**src/rtl/gb_cmp_pkg.sv**
```systemverilog
// Shared types and default sizes for the Gaussian-blur output-stream scoreboard.
package gb_cmp_pkg;

  typedef enum logic [1:0] {
    IDLE = 2'd0,
    RUN  = 2'd1,
    DONE = 2'd2,
    FAIL = 2'd3
  } gb_state_e;

  localparam int unsigned GB_DATA_W = 8;
  localparam int unsigned GB_DEPTH  = 8;
  localparam int unsigned GB_CNT_W  = 32;

endpackage

```
**src/rtl/gb_cmp_fifo.sv**
```systemverilog
// Synchronous FIFO with registered full/empty flags; DEPTH must be a power of 2, >= 2.
module gb_cmp_fifo #(
  parameter int unsigned DATA_W = 8,
  parameter int unsigned DEPTH  = 8
) (
  input  logic              clk,
  input  logic              rst,
  input  logic              push_i,
  input  logic              pop_i,
  input  logic [DATA_W-1:0] wdata_i,
  output logic [DATA_W-1:0] rdata_o,
  output logic              full_o,
  output logic              empty_o
);

  localparam int unsigned AW = $clog2(DEPTH);
  localparam int unsigned PW = AW + 1;

  logic [DATA_W-1:0] mem_q [DEPTH];
  logic [PW-1:0]     wr_q, wr_d, rd_q, rd_d;
  logic              full_q, full_d, empty_q, empty_d;
  logic              do_push, do_pop;

  assign do_push = push_i && !full_q;
  assign do_pop  = pop_i && !empty_q;

  // Extra pointer MSB distinguishes full from empty when the index bits match.
  always_comb begin
    wr_d    = do_push ? wr_q + PW'(1) : wr_q;
    rd_d    = do_pop ? rd_q + PW'(1) : rd_q;
    empty_d = (wr_d == rd_d);
    full_d  = (wr_d[AW] != rd_d[AW]) && (wr_d[AW-1:0] == rd_d[AW-1:0]);
  end

  always_ff @(posedge clk) begin
    if (rst) begin
      wr_q    <= '0;
      rd_q    <= '0;
      full_q  <= 1'b0;
      empty_q <= 1'b1;
    end else begin
      wr_q    <= wr_d;
      rd_q    <= rd_d;
      full_q  <= full_d;
      empty_q <= empty_d;
    end
  end

  always_ff @(posedge clk) begin
    if (do_push) mem_q[wr_q[AW-1:0]] <= wdata_i;
  end

  assign rdata_o = mem_q[rd_q[AW-1:0]];
  assign full_o  = full_q;
  assign empty_o = empty_q;

endmodule

```
**src/rtl/gb_stream_cmp.sv**
```systemverilog
// Beat-by-beat comparator of the ILA and HLS output streams, each buffered in its own FIFO.
// Optional watchdog enabled by defining GB_STREAM_CMP_TIMEOUT_EN.
module gb_stream_cmp
  import gb_cmp_pkg::*;
#(
  parameter int unsigned DATA_W      = GB_DATA_W,
  parameter int unsigned DEPTH       = GB_DEPTH,
  parameter int unsigned CNT_W       = GB_CNT_W,
  parameter int unsigned TIMEOUT_CYC = 1024
) (
  input  logic              clk,
  input  logic              rst,
  input  logic              start,
  input  logic [CNT_W-1:0]  cfg_num_pix,
  input  logic [DATA_W-1:0] ila_tdata,
  input  logic              ila_tvalid,
  output logic              ila_tready,
  input  logic [DATA_W-1:0] hls_tdata,
  input  logic              hls_tvalid,
  output logic              hls_tready,
  output logic [CNT_W-1:0]  match_cnt,
  output logic              done,
  output logic              mismatch,
  output logic [CNT_W-1:0]  mis_idx,
  output logic [DATA_W-1:0] mis_ila,
  output logic [DATA_W-1:0] mis_hls,
  output logic              timeout
);

  gb_state_e         state_q, state_d;
  logic [CNT_W-1:0]  num_pix_q, num_pix_d;
  logic [CNT_W-1:0]  match_cnt_q, match_cnt_d;
  logic [CNT_W-1:0]  mis_idx_q, mis_idx_d;
  logic [DATA_W-1:0] mis_ila_q, mis_ila_d, mis_hls_q, mis_hls_d;
  logic              mismatch_q, mismatch_d;
  logic              ila_full, ila_empty, hls_full, hls_empty;
  logic [DATA_W-1:0] ila_head, hls_head;
  logic              run, ila_push, hls_push, cmp;

  assign run        = (state_q == RUN);
  assign ila_tready = run && !ila_full;
  assign hls_tready = run && !hls_full;
  assign ila_push   = ila_tvalid && ila_tready;
  assign hls_push   = hls_tvalid && hls_tready;
  assign cmp        = run && !ila_empty && !hls_empty;

  gb_cmp_fifo #(.DATA_W(DATA_W), .DEPTH(DEPTH)) u_ila_fifo (
    .clk(clk), .rst(rst), .push_i(ila_push), .pop_i(cmp), .wdata_i(ila_tdata),
    .rdata_o(ila_head), .full_o(ila_full), .empty_o(ila_empty)
  );

  gb_cmp_fifo #(.DATA_W(DATA_W), .DEPTH(DEPTH)) u_hls_fifo (
    .clk(clk), .rst(rst), .push_i(hls_push), .pop_i(cmp), .wdata_i(hls_tdata),
    .rdata_o(hls_head), .full_o(hls_full), .empty_o(hls_empty)
  );

`ifdef GB_STREAM_CMP_TIMEOUT_EN
  localparam int unsigned WD_W = $clog2(TIMEOUT_CYC + 1);
  logic [WD_W-1:0] wd_q, wd_d;
  logic            timeout_q, timeout_d;
  assign timeout = timeout_q;
`else
  // Watchdog not built; the expression keeps TIMEOUT_CYC referenced.
  assign timeout = (TIMEOUT_CYC == 0) && 1'b0;
`endif

  always_comb begin
    state_d     = state_q;
    num_pix_d   = num_pix_q;
    match_cnt_d = match_cnt_q;
    mis_idx_d   = mis_idx_q;
    mis_ila_d   = mis_ila_q;
    mis_hls_d   = mis_hls_q;
    mismatch_d  = mismatch_q;
`ifdef GB_STREAM_CMP_TIMEOUT_EN
    wd_d        = wd_q;
    timeout_d   = timeout_q;
`endif
    unique case (state_q)
      IDLE: begin
        if (start) begin
          num_pix_d   = cfg_num_pix;
          match_cnt_d = '0;
          mis_idx_d   = '0;
          mis_ila_d   = '0;
          mis_hls_d   = '0;
`ifdef GB_STREAM_CMP_TIMEOUT_EN
          wd_d        = '0;
`endif
          state_d     = (cfg_num_pix == '0) ? DONE : RUN;
        end
      end
      RUN: begin
        if (cmp) begin
          if (ila_head == hls_head) begin
            match_cnt_d = match_cnt_q + CNT_W'(1);
            if (match_cnt_d == num_pix_q) state_d = DONE;
          end else begin
            state_d    = FAIL;
            mismatch_d = 1'b1;
            mis_idx_d  = match_cnt_q;
            mis_ila_d  = ila_head;
            mis_hls_d  = hls_head;
          end
        end
`ifdef GB_STREAM_CMP_TIMEOUT_EN
        if (cmp) begin
          wd_d = '0;
        end else begin
          wd_d = wd_q + WD_W'(1);
          if (wd_d == WD_W'(TIMEOUT_CYC)) begin
            state_d   = FAIL;
            timeout_d = 1'b1;
          end
        end
`endif
      end
      default: ;
    endcase
  end

  always_ff @(posedge clk) begin
    if (rst) begin
      state_q     <= IDLE;
      num_pix_q   <= '0;
      match_cnt_q <= '0;
      mis_idx_q   <= '0;
      mis_ila_q   <= '0;
      mis_hls_q   <= '0;
      mismatch_q  <= 1'b0;
    end else begin
      state_q     <= state_d;
      num_pix_q   <= num_pix_d;
      match_cnt_q <= match_cnt_d;
      mis_idx_q   <= mis_idx_d;
      mis_ila_q   <= mis_ila_d;
      mis_hls_q   <= mis_hls_d;
      mismatch_q  <= mismatch_d;
    end
  end

`ifdef GB_STREAM_CMP_TIMEOUT_EN
  always_ff @(posedge clk) begin
    if (rst) begin
      wd_q      <= '0;
      timeout_q <= 1'b0;
    end else begin
      wd_q      <= wd_d;
      timeout_q <= timeout_d;
    end
  end
`endif

  assign match_cnt = match_cnt_q;
  assign done      = (state_q == DONE);
  assign mismatch  = mismatch_q;
  assign mis_idx   = mis_idx_q;
  assign mis_ila   = mis_ila_q;
  assign mis_hls   = mis_hls_q;

endmodule
```
**config.mk**
```make
export PLATFORM = sky130hd
export DESIGN_NAME = gb_stream_cmp
export DESIGN_NICKNAME = d
export VERILOG_FILES = /design/src/rtl/gb_cmp_pkg.sv /design/src/rtl/gb_cmp_fifo.sv /design/src/rtl/gb_stream_cmp.sv
export SDC_FILE = /design/constraint.sdc
export NUM_CORES = 1
export LEC_CHECK = 0
export BUFFER_PORTS_ARGS = -buffer_cell sky130_fd_sc_hd__buf_2
export CORE_MARGIN = 10
export CORE_UTILIZATION = 30
export DETAILED_ROUTE_END_ITERATION = 10
export SLEW_MARGIN = 0
export SYNTH_ARGS = -nofsm -noshare
export SYNTH_HDL_FRONTEND = slang
export SYNTH_SLANG_ARGS = --single-unit
export TNS_END_PERCENT = 5
```
**constraint.sdc**
```tcl
create_clock -name clk -period 4.35 [get_ports clk]
set_input_delay 0.435 -clock clk [delete_from_list [all_inputs] [get_ports clk]]
set_output_delay 0.435 -clock clk [all_outputs]
set_load 0.1 [all_outputs]
```
==> results of run 1 <==
-- critical path, cell delays in order, from the launching register on --
cell and delay [ns]:
dfxtp_1 0.59, nand4_1 0.52, or4_1 0.73, xnor2_1 0.16, a2111o_1 0.35, or4_4 0.50
nor4b_4 0.30, nor3_1 0.09, a311oi_2 0.24
-- final timing paths --
kind | end | slack [ns] | cells past startpoint
worst min register to register | num_pix_q[25] | 0.47 | 2
worst max register to register | state_q[0] | 0.77 | 8
worst min-delay path | num_pix_q[20] | 0.14 | 3
worst max-delay path | state_q[0] | 0.77 | 8
-- metrics by stage --
step	setup WS (ns)	instance area (µm²)	util	power [mW]	hold WS, ns
4_1_cts	0.794	13500	0.358	5.38	0.111
2_1_floorplan	0.572	11500	-	2.96	0.448
6_report	0.770	13500	0.358	5.32	0.143
5_1_grt	0.543	13500	0.358	5.52	0.129
3_5_place_dp	0.839	12600	0.335	3.10	0.460
3_3_place_gp	0.847	12600	0.335	3.10	0.458
-- sequential cells by signal (all words and copies together) (netlist names), 2 cells and up --
name	flops
u_ila_fifo.wr_q	4
u_ila_fifo.mem_q	64
u_hls_fifo.rd_q	4
u_hls_fifo.mem_q	64
mis_ila	8
state_q	2
u_hls_fifo.wr_q	4
num_pix_q	32
mis_hls	8
match_cnt	32
mis_idx	32
u_ila_fifo.rd_q	4
-- metal layers --
layer	vias to the layer above	GRT usage
li1	3941	-
met1	3985	0.172
met2	232	0.218
met3	41	0.0280
met4	0	0.0322
met5	-	0
-- final cells by class --
type	count	share of cell area
Sequential cell	263	0.485
Tap cell	511	0.0474
Clock inverter	9	0.00602
Timing Repair Buffer	163	0.0656
Clock buffer	40	0.0586
Antenna cell	1	0.000185
Inverter	3	0.000834
Multi-Input combinational cell	667	0.336
-- power breakdown --
part	switching, mW	leakage [nW]	internal [mW]
Combinational	0.248	2.10	0.129
Clock	0.954	0.444	1.32
Sequential	0.0310	2.24	2.64
-- cell usage in the layout, fill, tap and decap left out, drive strengths merged, types with 2 or more instances in the layout --
master and count:
nand2b 8, a311oi 2, o21ai 36, o21a 2
o41ai 9, nand2 94, buf 163, a22oi 33
mux4 32, a41o 2, nor2 118, nand4 25
xor2 27, and4 4, o31ai 15, edfxtp 128
clkbuf 40, and3 10, or4 4, xnor2 51
nor2b 8, nor4 19, or3 3, and2 5
nor4b 3, ha 5, nand3 20, or3b 2
clkinv 8, nor3 21, dfxtp 135, a31oi 5
inv 3, mux2i 22, nand4b 3, a21oi 62
o211ai 3
-- logic make-up after synthesis --
logic type | after synthesis | share of synthesized area
AO/OA/AOI/OAI | 179 | 0.0987
XOR/XNOR | 78 | 0.0596
adder cells (fa/ha/maj) | 5 | 0.00546
buffers and inverters | 81 | 0.0340
flip-flops | 263 | 0.571
multiplexers | 54 | 0.0821
other | 1 | 0.000327
AND/OR/NAND/NOR | 350 | 0.148
==> impl_metrics.csv, run 1 <==
group,metric,value,unit
placement,io_buffers,136,
routing,vias,8199,
placement,dp.cells,1607,
synth,synth_most_common_cell,"dfxtp_1",
sta,fin_skew,0.0134,ns
routing,drt_iter0_markers,640,
synth,netlist_instances,1011,
clocking,cts_tree,"yes",
routing,viasPerCell,4.95,
sta,finalHoldViolCount,0,
clocking,htreeDepth,1,
synth,synthTopCellsByArea,"edfxtp_1 (34%), dfxtp_1 (24%), mux4_2 (6.3%)",
synth,synth_area,11500,µm²
sta,finalCritPeriodShare,0.823,
floorplan,die_area,46400,µm²
synth,synth_enable_flop_cells,128,
synth,yosysUniqueCellTypes,66,
setup_path,worst_ep_required_time,4.80,ns
synth,synth-main-ff-cell,"dfxtp_1",
final_layout,fin_nets,1184,
routing,wirelength,31700,µm
final_layout,area_growth,17.8,%
power_and_ir_drop,p_per_area,394,nW/µm²
floorplan,fp.dieH,215,µm
synth,yosysTopAreaCell,"edfxtp_1",
sta,worstMarginPinSlew,0.930,ns
sta,fmax,279,MHz
synth,yosys_warnings,0,
placement,gp_congestion,0.871,
setup_path,cp_max_fo,9,
setup_path,arrival,4.03,ns
clocking,cts_setup_buffers,0,
run_status,status,"finished clean",
setup_path,cp-end-kind,"flip-flop",
final_layout,multi_input_area,4540,µm²
setup_path,worstSetupStartpointType,"flip-flop",
min_path,hold_path.class,"in -> reg",
setup_path,crit_start,"match_cnt[3]",
floorplan,rows,71,
sta,period_needed,3.58,ns
sta,slew_headroom,0.378,
floorplan,num_io_pins,138,
synth,synth_area_per_cell,11.3,µm²
floorplan,coreArea,37700,µm²
grt,grt_overflow,0,
routing,routedWlPerCell,19.1,µm
setup_path,worstSetupPathType,"reg -> reg",
clocking,cts.sinks,263,
synth,ys_seq_area_frac,0.571,
clocking,numCtsBuffers,28,
clocking,clk_latency,0.55,ns
routing,met1_length,14000,µm
clocking,ctsHoldBuffers,0,
grt,grtUsageTotal,0.132,
synth,synth-seq-cells,263,
grt,grt_first_pass_wirelength,48700,µm
floorplan,start_util,0.304,
grt,grt_pass1_vias,8136,
clocking,cts_root_buffer,"clkbuf_16",
sta,setup_viol,0,
job,maxCapViolCount,0,
grt,grt_max_degree,86,
routing,met3RoutedLength,1770,µm
sta,rsz0062_at_grt,"no",
clocking,cts_resized,0,
clocking,cts_buffer_depth,3,
floorplan,die_x,215,µm
routing,wl_met2,15200,µm
clocking,clk_pin_slew,0.06,ns
routing,ant_nets,0,
synth,yosys-top-cells-count,"dfxtp_1 (135), edfxtp_1 (128), nor2_1 (117)",
routing,post-route-drc-count,0,
sta,slew_viol_final,0,
min_path,min_from,"cfg_num_pix[20]",
setup_path,reg2reg_from,"match_cnt[3]",
grt,antenna_found_initial,1,
sta,finalSetupTns,0,ns
final_layout,num-fill-cells,3828,
power_and_ir_drop,p_leak,4.79,nW
power_and_ir_drop,peakVddDrop,0.365,mV
final_layout,finalNonFillerCells,1657,
final_layout,seq_area,6550,µm²
synth,yosysTopAreaCellShare,0.336,
synth,synth_nets,1069,
final_layout,layout-drive-gt1-share,0.223,
routing,top_layer_used,"met4",
placement,dp_hpwl,22500,µm
routing,dr.pass1.iters,6,
synth,synthArstFlopShare,0,
(Power assumes the default switching activity.)
==> run 2: changes to the inputs <==
Clock period 4.35 ns to 3.35 ns, I/O delays scaled along.
==> run 2 against run 1 <==
Compared with the run above:
- power increased by 33%
- setup slack got worse by 0.60 ns
- global-route usage increased by 0.55 points
- first-iteration DRC count decreased by 10%
- hold slack got worse by 0.11 ns
- via count increased by 3.2%
- die area unchanged
- register-to-register slack got worse by 0.60 ns
- flip-flop and latch count unchanged
- critical path depth increased by 3
- critical path type unchanged
- largest power group unchanged
==> impl_metrics.csv, run 2 (synthesized netlist as in run 1, its figures left out) <==
group,metric,value,unit
routing,ant_nets,0,
setup_path,worstSetupStartpointType,"flip-flop",
power_and_ir_drop,p_switching,1.65,mW
floorplan,coreArea,37700,µm²
power_and_ir_drop,power.share.combinational,0.072,
sta,finalHoldViolCount,0,
final_layout,fin_nets,1221,
floorplan,start_util,0.304,
sta,rsz0062_at_grt,"no",
final_layout,final_common_cell,"buf_2",
min_path,hold_depth,3,
sta,fin_worst_hold_slack,0.0308,ns
power_and_ir_drop,peakVddDrop,0.441,mV
floorplan,num_io_pins,138,
sta,period_needed,3.18,ns
floorplan,die_area,46400,µm²
final_layout,mostFrequentLayoutCells,"buf_2 (135), edfxtp_1 (128), dfxtp_1 (127)",
grt,grt_pass1_vias,8469,
clocking,clk_latency,0.56,ns
sta,finalCritPeriodShare,0.948,
clocking,cts_tree,"yes",
setup_path,reg2regPathDepth,11,
power_and_ir_drop,p_per_area,508,nW/µm²
final_layout,area_growth,21.2,%
grt,grt_first_pass_wirelength,50600,µm
setup_path,worst_ep_required_time,3.82,ns
power_and_ir_drop,p_leak,5.00,nW
clocking,cts_buffer_depth,3,
floorplan,fp.dieH,215,µm
placement,dp.cells,1644,
min_path,hold_path.class,"in -> reg",
sta,slew_headroom,0.275,
clocking,numCtsBuffers,28,
final_layout,final_area,13900,µm²
floorplan,die_x,215,µm
grt,grt_overflow,0,
sta,fmax,315,MHz
setup_path,arrival,3.64,ns
power_and_ir_drop,intPower,5.41,mW
sta,slew_viol_final,0,
setup_path,cp_max_fo,10,
clocking,cts.sinks,263,
routing,drt_iter0_markers,573,
setup_path,cp-end-kind,"flip-flop",
placement,io_buffers,136,
placement,gp_congestion,0.853,
sta,finalSetupTns,0,ns
clocking,cts_root_buffer,"clkbuf_16",
grt,grtUsageTotal,0.137,
power_and_ir_drop,p_seq_frac,0.491,
clocking,clk_pin_slew,0.06,ns
job,maxCapViolCount,0,
power_and_ir_drop,clkPwrFrac,0.437,
sta,fin_skew,0.0156,ns
routing,vias,8463,
power_and_ir_drop,swShare,0.233,
final_layout,layout-drive-gt1-share,0.250,
routing,viasPerCell,4.99,
setup_path,worstSetupPathType,"reg -> reg",
clocking,htreeDepth,1,
grt,grt_max_degree,99,
sta,worstMarginPinSlew,1.09,ns
grt,antenna_found_initial,2,
floorplan,rows,71,
placement,dp_hpwl,23200,µm
routing,dr.pass1.iters,5,
routing,post-route-drc-count,0,
routing,wirelength,32900,µm
placement,placed_area,13000,µm²
run_status,status,"finished clean",
clocking,cts_setup_buffers,0,
sta,setup_viol,0,
final_layout,finalNonFillerCells,1695,
routing,routedWlPerCell,19.4,µm
[run 2: cell count changes in the layout (fill, tap and decap cells not counted), sizes merged]
cell / delta
clkbuf: -1
buf: +37
clkinv: -1
diode: +1
bufinv: +2
[run 2: metrics by stage]
| stage | total power [mW] | utilization | setup WS (ns) |
|---|---|---|---|
| 4_1_cts | 7.14 | 0.368 | 0.118 |
| 3_5_place_dp | 4.05 | 0.345 | 0.127 |
| 3_3_place_gp | 4.04 | 0.345 | 0.153 |
| 5_1_grt | 7.33 | 0.369 | 0.00109 |
| 6_report | 7.05 | 0.369 | 0.175 |
| 2_1_floorplan | 3.85 | - | -0.248 |
[run 2: power groups by stage]
| stage | Sequential (mW) | Clock [mW] | Combinational (mW) |
|---|---|---|---|
| floorplan | 3.53 | 0 | 0.321 |
| global placement | 3.53 | 0 | 0.507 |
| detailed placement | 3.54 | 0 | 0.511 |
| CTS | 3.47 | 3.16 | 0.513 |
| global route | 3.47 | 3.30 | 0.556 |
| finish | 3.47 | 3.08 | 0.505 |
[run 2: repair_timing]
action / 4_1_cts / 5_1_grt
setup endpoints to repair: 0 / 2
resized for setup: 0 / 2
hold buffers: 0 / 0
[run 2: routing by layer]
metal  routed length [µm]  vias up  GRT usage
li1                     -     4016          -
met2                15800      236      0.227
met1                14600     4159      0.179
met3                 1830       50     0.0298
met5                   13        -          0
met4                  747        2     0.0338
[run 2: final timing paths]
path / startpoint / slack [ns] / to
worst max-delay path: match_cnt[0] / 0.17 / state_q[0]
worst min-delay path: cfg_num_pix[14] / 0.03 / num_pix_q[14]
worst max register to register: match_cnt[0] / 0.17 / state_q[0]
worst min register to register: mismatch / 0.47 / mismatch
[run 2: area by class of cell]
| type | instances | area (µm²) |
|---|---|---|
| Sequential cell | 263 | 6560 |
| Tap cell | 511 | 639 |
| Timing Repair Buffer | 200 | 1230 |
| Clock buffer | 39 | 762 |
| Antenna cell | 2 | 5.00 |
| Clock inverter | 10 | 133 |
| Multi-Input combinational cell | 667 | 4550 |
| Fill cell | 3782 | 23800 |
| Inverter | 3 | 11.3 |
[run 2: critical path, cell delays in order, from the launching register on]
cell,delay [ns]
dfxtp_2,0.33
ha_1,0.27
nand3_2,0.11
buf_4,0.19
nor4_1,0.40
buf_4,0.23
nand4_1,0.23
xnor2_1,0.21
nor4_1,0.46
nor4b_4,0.34
nor3_1,0.09
a311oi_2,0.23
==> run 3: changes to the inputs <==
Settings changed: SYNTH_HIERARCHICAL set to 1.
==> run 3 against run 2 <==
Compared with the run above:
- synthesized area is 3.0% higher
- count of clock-buffer cells in the layout is 1 lower
- highest routed layer unchanged
- clock skew is 0.0094 ns higher
- sequential power hardly changed
- largest cell class unchanged
- global-route usage is 0.17 points higher
- power is 5.5% higher
- critical path type unchanged
==> impl_metrics.csv, run 3 <==
group,metric,value,unit
placement,dp.cells,1685,
routing,ant_nets,0,
setup_path,worstSetupStartpointType,"flip-flop",
routing,drt_iter0_markers,678,
sta,finalHoldViolCount,0,
power_and_ir_drop,p_leak,5.43,nW
placement,dp_hpwl,23700,µm
setup_path,cp_num_buf_inv,3,
placement,placed_area,13400,µm²
routing,wirelength,33800,µm
power_and_ir_drop,swShare,0.249,
synth,ys_seq_area_frac,0.555,
setup_path,cpMostUsedCell,"buf_12",
setup_path,slowest_stage,"mux4_1",
setup_path,worstSetupPathType,"reg -> reg",
final_layout,finalNonFillerCells,1744,
floorplan,die_x,218,µm
setup_path,cp_max_fo,27,
routing,dr.pass1.iters,5,
floorplan,start_util,0.305,
clocking,clk_pin_slew,0.06,ns
clocking,htreeDepth,1,
power_and_ir_drop,clkPwrFrac,0.450,
final_layout,final_common_cell,"buf_2",
setup_path,worst_ep_required_time,3.85,ns
final_layout,final_area,14600,µm²
clocking,clk_latency,0.58,ns
power_and_ir_drop,p_switching,1.85,mW
floorplan,die_area,47700,µm²
sta,slew_viol_final,0,
sta,fmax,311,MHz
synth,synth_area_per_cell,11.5,µm²
final_layout,area_growth,23.6,%
grt,grt_overflow,0,
synth,netlist_instances,1025,
synth,yosys-top-cells-count,"dfxtp_1 (135), edfxtp_1 (128), nor2_1 (107)",
power_and_ir_drop,p_total,7.44,mW
setup_path,crit_chain,"buf_12, mux4_1, mux2_4, xnor2_1, nand4_1, buf_4, nor3_4, nand2_4, buf_12, or4_1, a21oi_1",
sta,finalCritPeriodShare,0.959,
synth,synth_most_common_cell,"dfxtp_1",
setup_path,crit_family,"simple AND/OR/NAND/NOR gates",
final_layout,mostFrequentLayoutCells,"buf_2 (135), dfxtp_1 (131), edfxtp_1 (128)",
floorplan,num_io_pins,138,
synth,synth_nets,1083,
synth,yosys_warnings,6,
setup_path,cp-end-kind,"flip-flop",
synth,synth_enable_flop_cells,128,
synth,yosysUniqueCellTypes,65,
synth,synth-seq-cells,263,
sta,fin_skew,0.0250,ns
floorplan,rows,72,
clocking,cts_root_buffer,"clkbuf_16",
run_status,status,"finished clean",
min_path,min_from,"cfg_num_pix[19]",
job,maxCapViolCount,0,
setup_path,crit_start,"u_ila_fifo/rd_q[0]",
floorplan,fp.dieH,218,µm
sta,rsz0062_at_grt,"no",
clocking,cts_setup_buffers,0,
clocking,numCtsBuffers,30,
clocking,cts_buffer_depth,3,
power_and_ir_drop,p_per_area,510,nW/µm²
grt,grt_first_pass_wirelength,52400,µm
floorplan,coreArea,38700,µm²
synth,yosysTopAreaCell,"edfxtp_1",
grt,grt_max_degree,60,
final_layout,layout-drive-gt1-share,0.259,
min_path,hold_path.class,"in -> reg",
sta,period_needed,3.21,ns
power_and_ir_drop,intPower,5.58,mW
final_layout,antenna_cells,0,
power_and_ir_drop,power.share.combinational,0.083,
setup_path,cpPeakStageDelay,0.56,ns
synth,yosysTopAreaCellShare,0.326,
clocking,cts_tree,"yes",
final_layout,fin_nets,1261,
placement,io_buffers,136,
power_and_ir_drop,peakVddDrop,0.363,mV
grt,grtUsageTotal,0.139,
synth,synthTopCellsByArea,"edfxtp_1 (33%), dfxtp_1 (23%), mux4_1 (7.1%)",
synth,synthArstFlopShare,0,
routing,vias,8869,
clocking,cts.sinks,263,
setup_path,reg2reg_from,"u_ila_fifo/rd_q[0]",
power_and_ir_drop,p_seq_frac,0.467,
routing,routedWlPerCell,19.4,µm
placement,gp_congestion,0.835,
setup_path,arrival,3.71,ns
routing,viasPerCell,5.09,
synth,synth_area,11800,µm²
routing,post-route-drc-count,0,
sta,setup_viol,0,
sta,slew_headroom,0.558,
grt,grt_pass1_vias,8924,
grt,antenna_found_initial,2,
sta,worstMarginPinSlew,0.663,ns
synth,synth-main-ff-cell,"dfxtp_1",
run 3: changes by cell type in the layout (fill, tap and decap cells not counted), sizes merged, moves of 10 or more:
cell | before | now
a21oi | 62 | 75
a22oi | 33 | 51
mux2i | 22 | 6
buf | 200 | 218
o31ai | 15 | 2
mux2 | 0 | 16
nor2 | 118 | 108
or3 | 3 | 14
run 3: kinds of logic after synthesis:
logic type,share of synthesized area
XOR/XNOR,0.0512
adder cells (fa/ha/maj),0.00530
multiplexers,0.0916
AO/OA/AOI/OAI,0.0966
flip-flops,0.555
buffers and inverters,0.0385
AND/OR/NAND/NOR,0.162
other,0.000318
run 3: worst paths after layout:
path | end | slack (ns) | depth (start not counted)
worst min-delay path | num_pix_q[19] | 0.02 | 3
worst min register to register | num_pix_q[1] | 0.47 | 2
worst max register to register | match_cnt[10] | 0.14 | 11
worst max-delay path | match_cnt[10] | 0.14 | 11
run 3: through the flow:
step / setup slack (ns) / TNS [ns] / utilization / hold WS [ns]
after global routing: 0.0146 / 0 / 0.376 / 0.0119
after CTS: 0.0448 / 0 / 0.374 / 0.00193
after floorplan: -0.113 / -1.03 / - / 0.434
after detailed placement: -0.101 / -1.92 / 0.347 / 0.461
final: 0.138 / 0 / 0.376 / 0.0215
after global placement: -0.0491 / -0.624 / 0.347 / 0.447
run 3: area by class of cell:
type,instances,area [µm²]
Fill cell,3810,24200
Sequential cell,263,6550
Multi-Input combinational cell,681,4890
Timing Repair Buffer,221,1450
Clock buffer,38,811
Tap cell,518,648
Clock inverter,17,209
Inverter,6,22.5
run 3: per-layer routing:
layer  GRT usage  vias to the layer above  share of wire  wire [µm]
met5           0                        -        0.00021          7
li1            -                     4199              -          -
met4      0.0417                        2          0.028        956
met3      0.0232                       67          0.054       1840
met1       0.170                     4344           0.41      14000
met2       0.244                      257           0.50      17000
run 3: worst reg2reg max path, stage by stage, from the launching register on:
cell and delay [ns]:
dfxtp_4 0.38, buf_12 0.14, mux4_1 0.56, mux2_4 0.30, xnor2_1 0.16, nand4_1 0.21, buf_4 0.21, nor3_4 0.23
nand2_4 0.11, buf_12 0.17, or4_1 0.51, a21oi_1 0.15
run 3: power by group through the flow:
stage | logic, mW | clock network (mW) | registers (mW)
2_1_floorplan | 0.332 | 0 | 3.59
6_report | 0.619 | 3.34 | 3.48
5_1_grt | 0.672 | 3.58 | 3.48
4_1_cts | 0.616 | 3.44 | 3.48
3_3_place_gp | 0.596 | 0 | 3.54
3_5_place_dp | 0.604 | 0 | 3.55
run 3: repair_timing:
action / 4_1_cts / 5_1_grt
endpoints found under the hold margin: 8 / 0
endpoints found under the setup margin: 45 / 76
resized for setup: 3 / 21
hold buffers: 2 / 0
pin swaps: 1 / 6
cloned: 1 / 1
